===== src/rtl/parking_occupancy_pkg.sv =====
// Shared parking definitions: slot count, field widths, gate FSM states
// and the slot-vector helpers used to derive capacity and first_empty.
package parking_occupancy_pkg;

  localparam int NUM_SLOTS = 4;
  localparam int CAP_W     = 3;
  localparam int IDX_W     = 2;

  typedef enum logic {
    ST_IDLE = 1'b0,
    ST_OPEN = 1'b1
  } gate_state_e;

  function automatic logic [CAP_W-1:0] free_count(input logic [NUM_SLOTS-1:0] occ);
    logic [CAP_W-1:0] n;
    n = '0;
    for (int i = 0; i < NUM_SLOTS; i++) begin
      if (!occ[i]) n = n + 1'b1;
    end
    return n;
  endfunction

  // Lowest empty slot after passing over the 'skip' lowest empty slots,
  // which are notionally reserved for cars already let through the gate.
  function automatic logic [IDX_W-1:0] first_free(input logic [NUM_SLOTS-1:0] occ,
                                                  input logic [CAP_W-1:0]     skip);
    logic [CAP_W-1:0] seen;
    logic [IDX_W-1:0] idx;
    logic             found;
    seen  = '0;
    idx   = '0;
    found = 1'b0;
    for (int i = 0; i < NUM_SLOTS; i++) begin
      if (!occ[i] && !found) begin
        if (seen == skip) begin
          idx   = IDX_W'(i);
          found = 1'b1;
        end else begin
          seen = seen + 1'b1;
        end
      end
    end
    return idx;
  endfunction

endpackage


===== src/rtl/parking_occupancy_debouncer.sv =====
// One slot sensor: 2-flop synchroniser followed by a run-length debouncer.
// rise_o flags the cycle whose clock edge will take the debounced bit 0->1.
module slot_debouncer #(
  parameter int DEBOUNCE_CYCLES = 4
) (
  input  logic clk_500Hz,
  input  logic reset,
  input  logic sensor_i,
  output logic deb_o,
  output logic rise_o
);

  localparam int CNT_W = $clog2(DEBOUNCE_CYCLES + 1);

  logic             sync1_q, sync2_q;
  logic             deb_q, deb_d;
  logic [CNT_W-1:0] cnt_q, cnt_d;

  // Count consecutive samples that disagree with the accepted value.
  always_comb begin
    deb_d = deb_q;
    cnt_d = '0;
    if (sync2_q != deb_q) begin
      if (cnt_q == CNT_W'(DEBOUNCE_CYCLES - 1)) begin
        deb_d = sync2_q;
      end else begin
        cnt_d = cnt_q + 1'b1;
      end
    end
  end

  always_ff @(posedge clk_500Hz or negedge reset) begin
    if (!reset) begin
      sync1_q <= 1'b0;
      sync2_q <= 1'b0;
      deb_q   <= 1'b0;
      cnt_q   <= '0;
    end else begin
      sync1_q <= sensor_i;
      sync2_q <= sync1_q;
      deb_q   <= deb_d;
      cnt_q   <= cnt_d;
    end
  end

  assign deb_o  = deb_q;
  assign rise_o = deb_d & ~deb_q;

endmodule


===== src/rtl/parking_occupancy.sv =====
// Parking lot occupancy tracker: debounced slot sensors, in-transit car
// accounting, registered capacity/first_empty and the entry gate FSM.
module parking_occupancy
  import parking_occupancy_pkg::*;
#(
  parameter int DEBOUNCE_CYCLES = 4,
  parameter int GATE_CYCLES     = 10
) (
  input  logic                 clk_500Hz,
  input  logic                 reset,
  input  logic [NUM_SLOTS-1:0] slot_sensor,
  input  logic                 entry_req,
  output logic [CAP_W-1:0]     capacity,
  output logic [IDX_W-1:0]     first_empty,
  output logic                 full,
  output logic                 gate_open,
  output logic                 entry_deny
);

  localparam int               GCNT_W      = $clog2(GATE_CYCLES + 1);
  localparam logic [CAP_W-1:0] MAX_TRANSIT = CAP_W'(NUM_SLOTS);

  logic [NUM_SLOTS-1:0] occ, rise;

  for (genvar s = 0; s < NUM_SLOTS; s++) begin : g_slot
    slot_debouncer #(
      .DEBOUNCE_CYCLES(DEBOUNCE_CYCLES)
    ) u_deb (
      .clk_500Hz(clk_500Hz),
      .reset    (reset),
      .sensor_i (slot_sensor[s]),
      .deb_o    (occ[s]),
      .rise_o   (rise[s])
    );
  end

  gate_state_e       state_q, state_d;
  logic [GCNT_W-1:0] gcnt_q, gcnt_d;
  logic              req_q;
  logic [CAP_W-1:0]  transit_q, transit_d;
  logic [CAP_W-1:0]  capacity_q, capacity_d, free_raw;
  logic [IDX_W-1:0]  first_q, first_d;
  logic              full_q, full_d;
  logic              deny_q, deny_d;
  logic              req_edge, grant, any_rise;

  // Entry decision uses the registered capacity the driver currently sees.
  always_comb begin
    req_edge = entry_req & ~req_q;
    any_rise = |rise;
    grant    = (state_q == ST_IDLE) && req_edge && (capacity_q != '0);
    deny_d   = (state_q == ST_IDLE) && req_edge && (capacity_q == '0);
  end

  always_comb begin
    state_d = state_q;
    gcnt_d  = gcnt_q;
    case (state_q)
      ST_IDLE: begin
        if (grant) begin
          state_d = ST_OPEN;
          gcnt_d  = GCNT_W'(GATE_CYCLES);
        end
      end
      ST_OPEN: begin
        if (gcnt_q == GCNT_W'(1)) begin
          state_d = ST_IDLE;
          gcnt_d  = '0;
        end else begin
          gcnt_d = gcnt_q - 1'b1;
        end
      end
      default: begin
        state_d = ST_IDLE;
        gcnt_d  = '0;
      end
    endcase
  end

  // A grant and a parking event in the same cycle cancel out.
  always_comb begin
    transit_d = transit_q;
    if (grant && !any_rise && (transit_q != MAX_TRANSIT)) begin
      transit_d = transit_q + 1'b1;
    end else if (any_rise && !grant && (transit_q != '0)) begin
      transit_d = transit_q - 1'b1;
    end
  end

  always_comb begin
    free_raw   = free_count(occ);
    capacity_d = (transit_q > free_raw) ? '0 : (free_raw - transit_q);
    full_d     = (capacity_d == '0);
    first_d    = full_d ? '0 : first_free(occ, transit_q);
  end

  always_ff @(posedge clk_500Hz or negedge reset) begin
    if (!reset) begin
      state_q    <= ST_IDLE;
      gcnt_q     <= '0;
      req_q      <= 1'b0;
      transit_q  <= '0;
      capacity_q <= MAX_TRANSIT;
      first_q    <= '0;
      full_q     <= 1'b0;
      deny_q     <= 1'b0;
    end else begin
      state_q    <= state_d;
      gcnt_q     <= gcnt_d;
      req_q      <= entry_req;
      transit_q  <= transit_d;
      capacity_q <= capacity_d;
      first_q    <= first_d;
      full_q     <= full_d;
      deny_q     <= deny_d;
    end
  end

  assign capacity    = capacity_q;
  assign first_empty = first_q;
  assign full        = full_q;
  assign entry_deny  = deny_q;
  assign gate_open   = (state_q == ST_OPEN);

endmodule


===== config.mk =====
export PLATFORM = sky130hd
export DESIGN_NAME = parking_occupancy
export DESIGN_NICKNAME = d
export VERILOG_FILES = /design/src/rtl/parking_occupancy_pkg.sv /design/src/rtl/parking_occupancy_debouncer.sv /design/src/rtl/parking_occupancy.sv
export SDC_FILE = /design/constraint.sdc
export NUM_CORES = 1
export LEC_CHECK = 0
export ABC_AREA = 1
export BUFFER_PORTS_ARGS = -buffer_cell sky130_fd_sc_hd__buf_4
export CAP_MARGIN = 40
export CORE_UTILIZATION = 50
export DETAILED_ROUTE_END_ITERATION = 12
export PLACE_DENSITY = 0.71
export SYNTH_ARGS = -nofsm -noshare
export SYNTH_HDL_FRONTEND = slang
export SYNTH_SLANG_ARGS = --single-unit

===== constraint.sdc =====
create_clock -name clk_500Hz -period 6.9 [get_ports clk_500Hz]
set_input_delay 0.345 -clock clk_500Hz [delete_from_list [all_inputs] [get_ports clk_500Hz]]
set_output_delay 0.345 -clock clk_500Hz [all_outputs]
set_load 0.01 [all_outputs]

==> results.md, run 1 <==
- Status: complete, no violations
- ANT nets after route: 0
- Detail Placement HPWL: about 2300 um
- Avg Inst Size Synth: slightly below 10 um^2
- Worst-path clk slew: ~80 ps
- Mux share of post-synthesis cell area: 0%
- PwrDens: about 550 nW/um^2
- Mapped cell area: about 2000 um^2
- Critical Path RT: 7080 ps
- Hold-fix buffers at CTS: 0
- Number of library cell types mapped by synthesis: 30
- Global-route wire length before repair: 5690 um
- All-Layer GR Usage: a little under a fifth
- Crit-path max FO: 7
- Multi-input combinational cell area: approximately 900 um^2
- Rel. slew slack: between 60% and 70%
- Pleak: around 0.0011 uW
- Max-Cap Viols: 0
- Die ar.: 4260 um^2
- Overflow left after global routing: 0
- Register area: between 1000 and 1500 um^2
- Flip-flop and latch count after synthesis: 40
- DRC Markers: 0
- RSZ-0062 raised after global routing: no
- DR WL/cell: ~11 um
- Clk root buf: clkbuf_8
- Worst Max-Slew Pin Slew: ~480 ps
- Synth area leader: dfrtp_1
- Antenna violations before repair: 0
- Final setup margin: roughly 4200 ps
- Final Hold Fails: 0
- H-tree depth: 2
- Top cell type's share of synthesized area: 48.8%
- # diodes: 0
- Register area share after synthesis: 50.1%
- Commonest register cell after synthesis: dfrtp_1
- Vias in the first global route: roughly 1400
- Area Overhead vs Synth: 12.4%
- Commonest cells post-synth: 39 x dfrtp_1, 34 x nand2_1, 20 x nor2_1
- Via density: ~5
- Ports: 15
- Fillers: 342
- Worst Skew: approximately 8.3 ps
- Max-slew violation count: 0
- Setup TNS: 0 ps
- Number of flops mapped to enable cells by yosys: 0
- Dpl ws: around 4200 ps
- Worst Setup End Kind: register
- 1st-iter DRT viols: 48
- Total CTS buffers: 5
- Hold_ws: 11.0 ps
- Layout Nets: approximately 250
- Core Area: approximately 3700 um^2
- Most frequent cell after synthesis: dfrtp_1
- I/O Buffers: 14
- CTS tree: yes
- Die Wd: between 60 and 70 um
- WP data arrival: 2900 ps
- Row Count: 22
- DRT Pass-1 Iters: 4
- Setup CP Type: reg -> reg
- GP Congestion: 0.883
- Worst IR drop on VDD: 0.253 mV
- Pin count of the biggest net entering global routing: between 40 and 50
- Period utilization: 39.4%
- Resize count post-CTS: 0
- Post-Synth Simple-Gate Area: between 20% and 30%
- Synth Area in XOR/XNOR: under 10%
- CTS sink cnt: 40
- DR vias: about 1300
- Post-Synthesis Cells: just over 200
- CTS Buffer Depth: 2
- Postcts setup bufs: 0
- Total Wirelength: around 3000 um
- Synthesized Nets: roughly 230
- Die Y: approximately 65 um
- Adder-Cell Fraction of Synth Area: around 11%
- Worst Hold Class: in -> async
- Fin crit period: 2720 ps
- Synth Area in Compound Gates: roughly 5.4%
- # setup viols final: 0
- Combinational family with the most area after synthesis: simple AND/OR/NAND/NOR gates
- Clk Latency, worst-skew pair: between 200 and 300 ps
- Max Clk Rate: between 300 and 400 MHz
- Startpoint Class: register
- Syn. warnings: 0
- Most area-consuming cells after synthesis: dfrtp_1 49%, ha_1 8.8%, nand2_1 6.4%, nor2_1 3.8%, xnor2_1 3.5%
- Initial cell density of the core: ~53%
- Share of layout cells above drive strength 1: 19.5%
- Async SR Flop Fraction: 100%
state kept, by name, indices dropped and copies added (netlist names), 2 cells and up:
name and count:
first_empty 2, g_slot.u_deb.sync1_q 4, transit_q 3, g_slot.u_deb.sync2_q 4
g_slot.u_deb.deb_o 4, capacity 3, gcnt_q 4, g_slot.u_deb.cnt_q 12
worst max-delay path: stages (launching register included):
cell and delay, ps:
dfrtp_1 490, inv_2 100, ha_1 330, xnor2_1 250, ha_1 180, nand2_1 60, xor2_1 160, ha_1 310
nand2_1 70, nor2_1 40, a211oi_1 350, a31oi_1 100, inv_1 120, a21oi_1 50
path summary, 6_finish.rpt:
kind	startpoint	end	slack [ps]	cells past startpoint
max	g_slot[0].u_deb.deb_o	first_empty[0]	4180	13
min	reset	g_slot[1].u_deb.sync2_q	10	1
min reg2reg	g_slot[0].u_deb.sync1_q	g_slot[0].u_deb.sync2_q	350	0
max reg2reg	g_slot[0].u_deb.deb_o	first_empty[0]	4180	13
max in group asynchronous	reset	capacity[2]	6520	1
min in group clk_500Hz	slot_sensor[0]	g_slot[0].u_deb.sync1_q	160	1
cell usage in the layout, fill, tap and decap left out, types with 2 or more instances in the layout:
| cell type | count |
|---|---|
| nand2_2 | 7 |
| dfrtp_1 | 39 |
| nor2_4 | 2 |
| a21oi_1 | 5 |
| inv_2 | 5 |
| ha_1 | 14 |
| nand3_1 | 10 |
| nor3_1 | 9 |
| o21ai_1 | 7 |
| fa_1 | 2 |
| buf_4 | 14 |
| nand2_1 | 34 |
| nor2_1 | 20 |
| o21ai_0 | 2 |
| clkbuf_8 | 6 |
| xnor2_1 | 8 |
| xor2_1 | 4 |
| inv_1 | 18 |
| nor3b_1 | 2 |
| nand3_2 | 5 |
| clkinv_2 | 2 |
report_power, final:
part           internal, uW  switching (uW)
sequential              314            76.4
clock                  79.7            78.0
combinational           290             392
total                   683             546
final cells by class:
| cell class | count | area share (%) |
|---|---|---|
| tap | 48 | 2.67 |
| clock inverter | 2 | 0.445 |
| clock buffer | 6 | 3.67 |
| multi-input combinational | 141 | 40.1 |
| timing repair buffer | 14 | 4.68 |
| sequential | 40 | 44.6 |
| inverter | 23 | 3.84 |
stage by stage:
| stage | power [uW] | instances | area, um^2 | util [%] |
|---|---|---|---|---|
| floorplan | 946 | 206 | 2000 | - |
| global placement | 1080 | 266 | 2150 | 57.6 |
| detailed placement | 1090 | 266 | 2150 | 57.6 |
| CTS | 1250 | 274 | 2250 | 60.0 |
| global route | 1380 | 274 | 2250 | 60.0 |
| finish | 1230 | 274 | 2250 | 60.0 |
layer usage:
metal	part of all wire, %	wire length (um)	track usage [%]
met4	2.0	60	7.34
met2	46	1390	29.5
met1	49	1460	21.8
met5	0	0	0
met3	3.4	101	5.73
logic make-up (layout without fill, tap and decap cells):
| logic type | count (synthesis) | count (layout) |
|---|---|---|
| buf+inv | 25 | 45 |
| fa+ha+maj | 16 | 16 |
| xor+xnor | 12 | 12 |
| flops | 40 | 40 |
| compound gates | 19 | 19 |
| simple gates | 94 | 94 |
Power figures use the tool's default switching activity.
==> inputs of run 2 (changes only) <==
--- a/config.mk
+++ b/config.mk
@@ -5,12 +5,12 @@
 export SDC_FILE = /design/constraint.sdc
 export NUM_CORES = 1
 export LEC_CHECK = 0
-export ABC_AREA = 1
+export ABC_AREA = 0
 export BUFFER_PORTS_ARGS = -buffer_cell sky130_fd_sc_hd__buf_4
 export CAP_MARGIN = 40
 export CORE_UTILIZATION = 50
 export DETAILED_ROUTE_END_ITERATION = 12
-export PLACE_DENSITY = 0.71
+export PLACE_DENSITY = 0.73
 export SYNTH_ARGS = -nofsm -noshare
 export SYNTH_HDL_FRONTEND = slang
 export SYNTH_SLANG_ARGS = --single-unit
==> constraint.sdc (replaced) <==
create_clock -name clk_500Hz -period 2.39 [get_ports clk_500Hz]
set_input_delay 0.1195 -clock clk_500Hz [delete_from_list [all_inputs] [get_ports clk_500Hz]]
set_output_delay 0.1195 -clock clk_500Hz [all_outputs]
set_load 0.01 [all_outputs]
==> run 2 against run 1 <==
Fmax up 8.0%; sequential cell count unchanged; highest routed layer unchanged; via count up 23%; critical path type unchanged; wire length up 41%; largest power group unchanged; sequential share of layout area down 9.1 points; the flow now finishes with violations (setup timing).
==> results.md, run 2 <==
- Status: finished with violations
- Violated checks: setup timing
- Max-Cap Viols: 0 (unchanged)
- Ports: 15 (unchanged)
- # diodes: 0 (unchanged)
- Layout Nets: 272 (+9.7%)
- Hold_ws: 332 ps (+321 ps)
- Period utilization: 105% (+66 points)
- ANT nets after route: 0 (unchanged)
- Top Family by Delay on Critical Path: adder cells
- Initial cell density of the core: 52.0% (-1.4 points)
- Most frequent cell after synthesis: dfrtp_1
- Rel. slew slack: 67.6% (-0.45 points)
- Global-route wire length before repair: 7470 um (+31%)
- Detail Placement HPWL: 3120 um (+38%)
- Multi-input combinational cell area: 1260 um^2 (+40%)
- CTS Buffer Depth: 2 (unchanged)
- Number of flops mapped to enable cells by yosys: 0 (unchanged)
- H-tree depth: 2 (unchanged)
- Synth area leader: dfrtp_1
- Core Area: 4320 um^2 (+16%)
- Max stage delay on crit path: 420 ps (-70 ps)
- Worst-path clk slew: 70 ps (about the same)
- Commonest cells post-synth: 39 x dfrtp_1, 14 x ha_1, 12 x nand2_1
- Register with the most flip-flops: g_slot.u_deb.cnt_q
- Fin area: 2830 um^2 (+26%)
- Crit-path max FO: 4 (-3)
- Setup CP Type: reg -> reg
- Final setup margin: -128 ps (-4310 ps)
- DRC Markers: 0 (unchanged)
- CTS sink cnt: 40 (unchanged)
- Critical path cell sequence: inv_2 > ha_4 > xnor2_2 > ha_1 > mux2_4 > fa_2 > xor2_1 > o31a_1 > and4b_1
- Vias in the first global route: 1635 (+20%)
- Register area share after synthesis: 44.6% (-5.6 points)
- Via density: 5.49 (+12%)
- Top cell type's share of synthesized area: 43.4% (-5.4 points)
- Worst IR drop on VDD: 0.798 mV (+210%)
- Share of layout cells above drive strength 1: 34.0% (+15 points)
- Number of library cell types mapped by synthesis: 57 (+90%)
- All-Layer GR Usage: 20.0% (+2.0 points)
- Max-slew violation count: 0 (unchanged)
- Worst path slowest cell: dfrtp_1
- Worst Setup End Kind: register
- Max Clk Rate: 397 MHz (+8.0%)
- Startpoint Class: register
- Total Wirelength: 4240 um (+41%)
- Post-DP Area: 2600 um^2 (+21%)
- Syn. warnings: 0 (unchanged)
- Final Hold Fails: 0 (unchanged)
- Mapped cell area: 2250 um^2 (+12%)
- Overflow left after global routing: 0 (unchanged)
- Pin count of the biggest net entering global routing: 41 (unchanged)
- Antenna violations before repair: 0 (unchanged)
- Async SR Flop Fraction: 100% (unchanged)
- Pleak: 0.00126 uW (+14%)
- Worst Max-Slew Pin Slew: 487 ps (+6.77 ps)
- RSZ-0062 raised after global routing: yes
- DR vias: 1659 (+23%)
- Worst Hold Class: in -> async
- I/O Buffers: 14 (unchanged)
- Clk root buf: clkbuf_8
- Synthesized Nets: 227 (-0.87%)
- PwrDens: 1560 nW/um^2 (+190%)
- Critical Path RT: 2580 ps (-4500 ps)
- R2r setup slk: -130 ps (-4310 ps)
- Avg Inst Size Synth: 11.0 um^2 (+14%)
- Most area-consuming cells after synthesis: dfrtp_1 43%, ha_1 7.8%, xnor2_1 3.1%, nor3b_1 2.3%, nor3_1 2.2%
- CTS tree: yes
- Dpl ws: -170 ps (-4360 ps)
- Die ar.: 4770 um^2 (+12%)
- Max reg flops: 12 (unchanged)
- # setup viols final: 2 (+2)
- Worst Skew: 4.45 ps (-3.85 ps)
- Area Overhead vs Synth: 25.7%
- WP data arrival: 2700 ps (-200 ps)
- WP buf/inv: 1 (-1)
- DR WL/cell: 14.1 um (+28%)
- Clk Latency, worst-skew pair: 290 ps (about the same)
- Register area: 1000 um^2 (unchanged)
- Post-Synthesis Cells: 204 (-0.97%)
- Fin crit period: 2520 ps (-202 ps)
- 1st-iter DRT viols: 56 (+17%)
- Row Count: 24 (+9.1%)
- Flip-flop and latch count after synthesis: 40 (unchanged)
- GP Congestion: 0.840 (-4.9%)
- Die Y: 69.1 um (+5.9%)
- Commonest cells after routing, fill and taps aside: 39 x dfrtp_1, 39 x buf_4, 11 x nand2_1
- Postcts setup bufs: 0 (unchanged)
- Total CTS buffers: 5 (unchanged)
- DRT Pass-1 Iters: 4 (unchanged)
- Commonest register cell after synthesis: dfrtp_1
- Fillers: 352 (+2.9%)
- Die Wd: 69.1 um (+5.9%)
## run 2: report_power, final
part | switching, uW | internal [uW]
clock network | 223 | 234
logic | 1410 | 1510
registers | 147 | 885
total | 1780 | 2630
## run 2: final cells by class
cell class / count / share of cell area (%)
Inverter: 11 / 1.46
Clock buffer: 7 / 3.05
Tap cell: 52 / 2.30
Sequential cell: 40 / 35.5
Multi-Input combinational cell: 145 / 44.6
Clock inverter: 1 / 0.266
Timing Repair Buffer: 46 / 12.9
## run 2: what timing repair did
action | in CTS | in global routing
setup endpoints to repair | 6 | 7
endpoints found under the hold margin | 44 | 0
pin swaps | 1 | 9
hold buffers | 6 | 0
gates resized for setup | 5 | 11
cloned | 0 | 0
## run 2: worst paths after layout
| path | startpoint | to | cells past startpoint |
|---|---|---|---|
| worst max-delay path | g_slot[0].u_deb.deb_o | first_empty[1] | 9 |
| worst min-delay path | reset | gcnt_q[2] | 2 |
| worst max register to register | g_slot[0].u_deb.deb_o | first_empty[1] | 9 |
| worst min register to register | g_slot[1].u_deb.sync1_q | g_slot[1].u_deb.sync2_q | 0 |
| max in group asynchronous | reset | capacity[2] | 2 |
| min in group clk_500Hz | g_slot[1].u_deb.sync1_q | g_slot[1].u_deb.sync2_q | 0 |
## run 2: per-layer routing
layer	wire length, um	GRT usage (%)	vias to the layer above	share of wire, %
met5	0	0	-	0
met4	71	8.84	0	1.7
met3	151	4.39	6	3.6
met2	2070	32.1	28	49
met1	1950	26.0	800	46
li1	-	-	825	-
## run 2: cell families after synthesis
logic type	share of synthesized area, %
AO/OA/AOI/OAI	17.0
XOR/XNOR	4.67
adder cells (fa/ha/maj)	9.57
buffers and inverters	4.51
flip-flops	44.6
multiplexers	1.95
AND/OR/NAND/NOR	17.8
## run 2: worst reg2reg max path, stage by stage (launching register included)
cell,delay [ps]
dfrtp_1,420
inv_2,90
ha_4,200
xnor2_2,140
ha_1,270
mux2_4,300
fa_2,340
xor2_1,160
o31a_1,310
and4b_1,180
## run 2: stage by stage
stage / utilization, % / TNS [ps] / std cells / total power [uW]
6_report: 65.4 / -250 / 302 / 4410
5_1_grt: 65.4 / -559 / 302 / 4840
4_1_cts: 64.3 / -282 / 302 / 4220
3_5_place_dp: 60.2 / -408 / 288 / 3690
3_3_place_gp: 60.2 / -177 / 288 / 3620
2_1_floorplan: - / -182 / 204 / 2940
==> inputs of run 3 (changes only) <==
--- a/config.mk
+++ b/config.mk
@@ -9,6 +9,7 @@
 export BUFFER_PORTS_ARGS = -buffer_cell sky130_fd_sc_hd__buf_4
 export CAP_MARGIN = 40
 export CORE_UTILIZATION = 50
+export CTS_BUF_LIST = sky130_fd_sc_hd__clkbuf_8
 export DETAILED_ROUTE_END_ITERATION = 12
 export PLACE_DENSITY = 0.73
 export SYNTH_ARGS = -nofsm -noshare
==> run 3 against run 2 <==
The run still ends with setup timing left; combinational power hardly changed; global-route usage is the same; clock skew is essentially flat; cell count unchanged; die area unchanged; via count is 0.12% lower; utilization stayed put; fmax about the same; sequential cell count did not move; non-clock buffer count unchanged; critical path type unchanged.
==> results.md, run 3 (synthesized netlist as in run 2, its figures left out) <==
- Max-slew violation count: 0 (unchanged)
- H-tree depth: 2 (unchanged)
- Pin count of the biggest net entering global routing: 41 (unchanged)
- I/O Buffers: 14 (unchanged)
- # diodes: 0 (unchanged)
- Pleak: 0.00126 uW (+0.33%)
- R2r setup slk: -130 ps (about the same)
- Via density: 5.49 (-0.12%)
- DRT Pass-1 Iters: 4 (unchanged)
- Core Area: 4320 um^2 (unchanged)
- Fin crit period: 2520 ps (-0.0610 ps)
- Worst Max-Slew Pin Slew: 487 ps (unchanged)
- # setup viols final: 2 (unchanged)
- Max Clk Rate: 397 MHz (about the same)
- Worst Skew: 4.50 ps (+0.0458 ps)
- Area Overhead vs Synth: 25.7% (unchanged)
- Clk Latency, worst-skew pair: 290 ps (about the same)
- Share of layout cells above drive strength 1: 34.0% (unchanged)
- Die ar.: 4770 um^2 (unchanged)
- Rel. slew slack: 67.6% (unchanged)
- DRC Markers: 0 (unchanged)
- Total CTS buffers: 5 (unchanged)
- DR vias: 1657 (-0.12%)
- Antenna violations before repair: 0 (unchanged)
- Ports: 15 (unchanged)
- Row Count: 24 (unchanged)
- Max-Cap Viols: 0 (unchanged)
- Launch point of the worst path: g_slot[0].u_deb.deb_o
- Multi-input combinational cell area: 1260 um^2 (unchanged)
- PwrDens: 1560 nW/um^2 (about the same)
- Initial cell density of the core: 52.0% (unchanged)
- Max reg flops: 12 (unchanged)
- Power Total: 4410 uW (about the same)
- Worst Hold Class: in -> async
- Global-route wire length before repair: 7470 um (unchanged)
- Vias in the first global route: 1635 (unchanged)
- CTS Buffer Depth: 2 (unchanged)
- Postcts setup bufs: 0 (unchanged)
- Die Wd: 69.1 um (unchanged)
- CTS sink cnt: 40 (unchanged)
- Detail Placement HPWL: 3120 um (unchanged)
- Clk root buf: clkbuf_8
- RSZ-0062 raised after global routing: yes
- GP Congestion: 0.840 (unchanged)
- Final Hold Fails: 0 (unchanged)
- Critical Path RT: 2580 ps (about the same)
- Setup CP Type: reg -> reg
- Worst-path clk slew: 70 ps (about the same)
- Worst setup path end: first_empty[1]
- Period utilization: 105% (about the same)
- Total Wirelength: 4250 um (+0.12%)
- Post-DP Area: 2600 um^2 (unchanged)
- Worst IR drop on VDD: 0.798 mV (about the same)
- WP data arrival: 2700 ps (about the same)
- Worst Setup End Kind: register
- Critical R2R Capture: first_empty[1]
- 1st-iter DRT viols: 56 (unchanged)
- CTS tree: yes
- Violated checks: setup timing
- Die Y: 69.1 um (unchanged)
- Fillers: 352 (unchanged)
- ANT nets after route: 0 (unchanged)
- Status: finished with violations
- Overflow left after global routing: 0 (unchanged)
- DR WL/cell: 14.1 um (+0.12%)
- Register with the most flip-flops: g_slot.u_deb.cnt_q
- Fin area: 2830 um^2 (unchanged)
- Final setup margin: -128 ps (+0.0610 ps)
- Startpoint Class: register
- Crit-path max FO: 4 (unchanged)
- Commonest cells after routing, fill and taps aside: 39 x dfrtp_1, 39 x buf_4, 11 x nand2_1
- All-Layer GR Usage: 20.0% (unchanged)
- R2R cell count: 9 (unchanged)
- Register area: 1000 um^2 (unchanged)
- Layout Nets: 272 (unchanged)
- Crit Reg-Reg Startpoint: g_slot[0].u_deb.deb_o
==> run 3: changes by cell type in the layout (fill, tap and decap cells not counted), sizes merged <==
cell | before | now
clkbuf | 7 | 6
inv | 11 | 12
==> run 3: metrics by stage <==
step	utilization [%]	setup slack (ps)	cells	setup TNS [ps]	hold slack, ps
2_1_floorplan	-	-93.8	204	-182	-176
3_3_place_gp	60.2	-80.8	288	-177	116
3_5_place_dp	60.2	-170	288	-408	124
4_1_cts	64.3	-149	302	-283	345
5_1_grt	65.4	-252	302	-560	370
6_report	65.4	-128	302	-249	331
==> run 3: repair_timing <==
item,4_1_cts,5_1_grt
endpoints found under the hold margin,44,0
gates resized for setup,5,11
setup endpoints to repair,6,7
hold buffers,6,0
pin swaps,1,9
==> run 3: how the worst min path moves through the flow <==
stage                               endpoint  slack, ps  cells past startpoint
global route        g_slot[0].u_deb.cnt_q[2]        370                      2
finish                             gcnt_q[2]        330                      2
CTS                 g_slot[0].u_deb.cnt_q[2]        350                      2
floorplan                        capacity[0]       -180                      0
detailed placement                 gcnt_q[0]        120                      1
global placement                   gcnt_q[0]        120                      1
==> run 3: routing by layer <==
| layer | share of wire, % | vias to the layer above | global-route usage (%) |
|---|---|---|---|
| li1 | - | 827 | - |
| met1 | 46 | 799 | 26.0 |
| met2 | 49 | 25 | 32.1 |
| met3 | 3.4 | 6 | 4.39 |
| met4 | 1.7 | 0 | 8.84 |
| met5 | 0 | - | 0 |
==> run 3: power by group <==
part / internal (uW) / switching, uW
clock network: 230 / 223
registers: 885 / 147
logic: 1510 / 1410
total: 2630 / 1780
==> run 3: area by class of cell <==
cell class	count	area share (%)
Multi-Input combinational cell	145	44.6
Sequential cell	40	35.5
Timing Repair Buffer	46	12.9
Clock buffer	6	2.92
Tap cell	52	2.30
Inverter	11	1.46
Clock inverter	2	0.398
==> run 3: worst max-delay path: stages, from the launching register on <==
cell	delay (ps)
dfrtp_1	420
inv_2	90
ha_4	200
xnor2_2	140
ha_1	270
mux2_4	300
fa_2	340
xor2_1	160
o31a_1	310
and4b_1	180
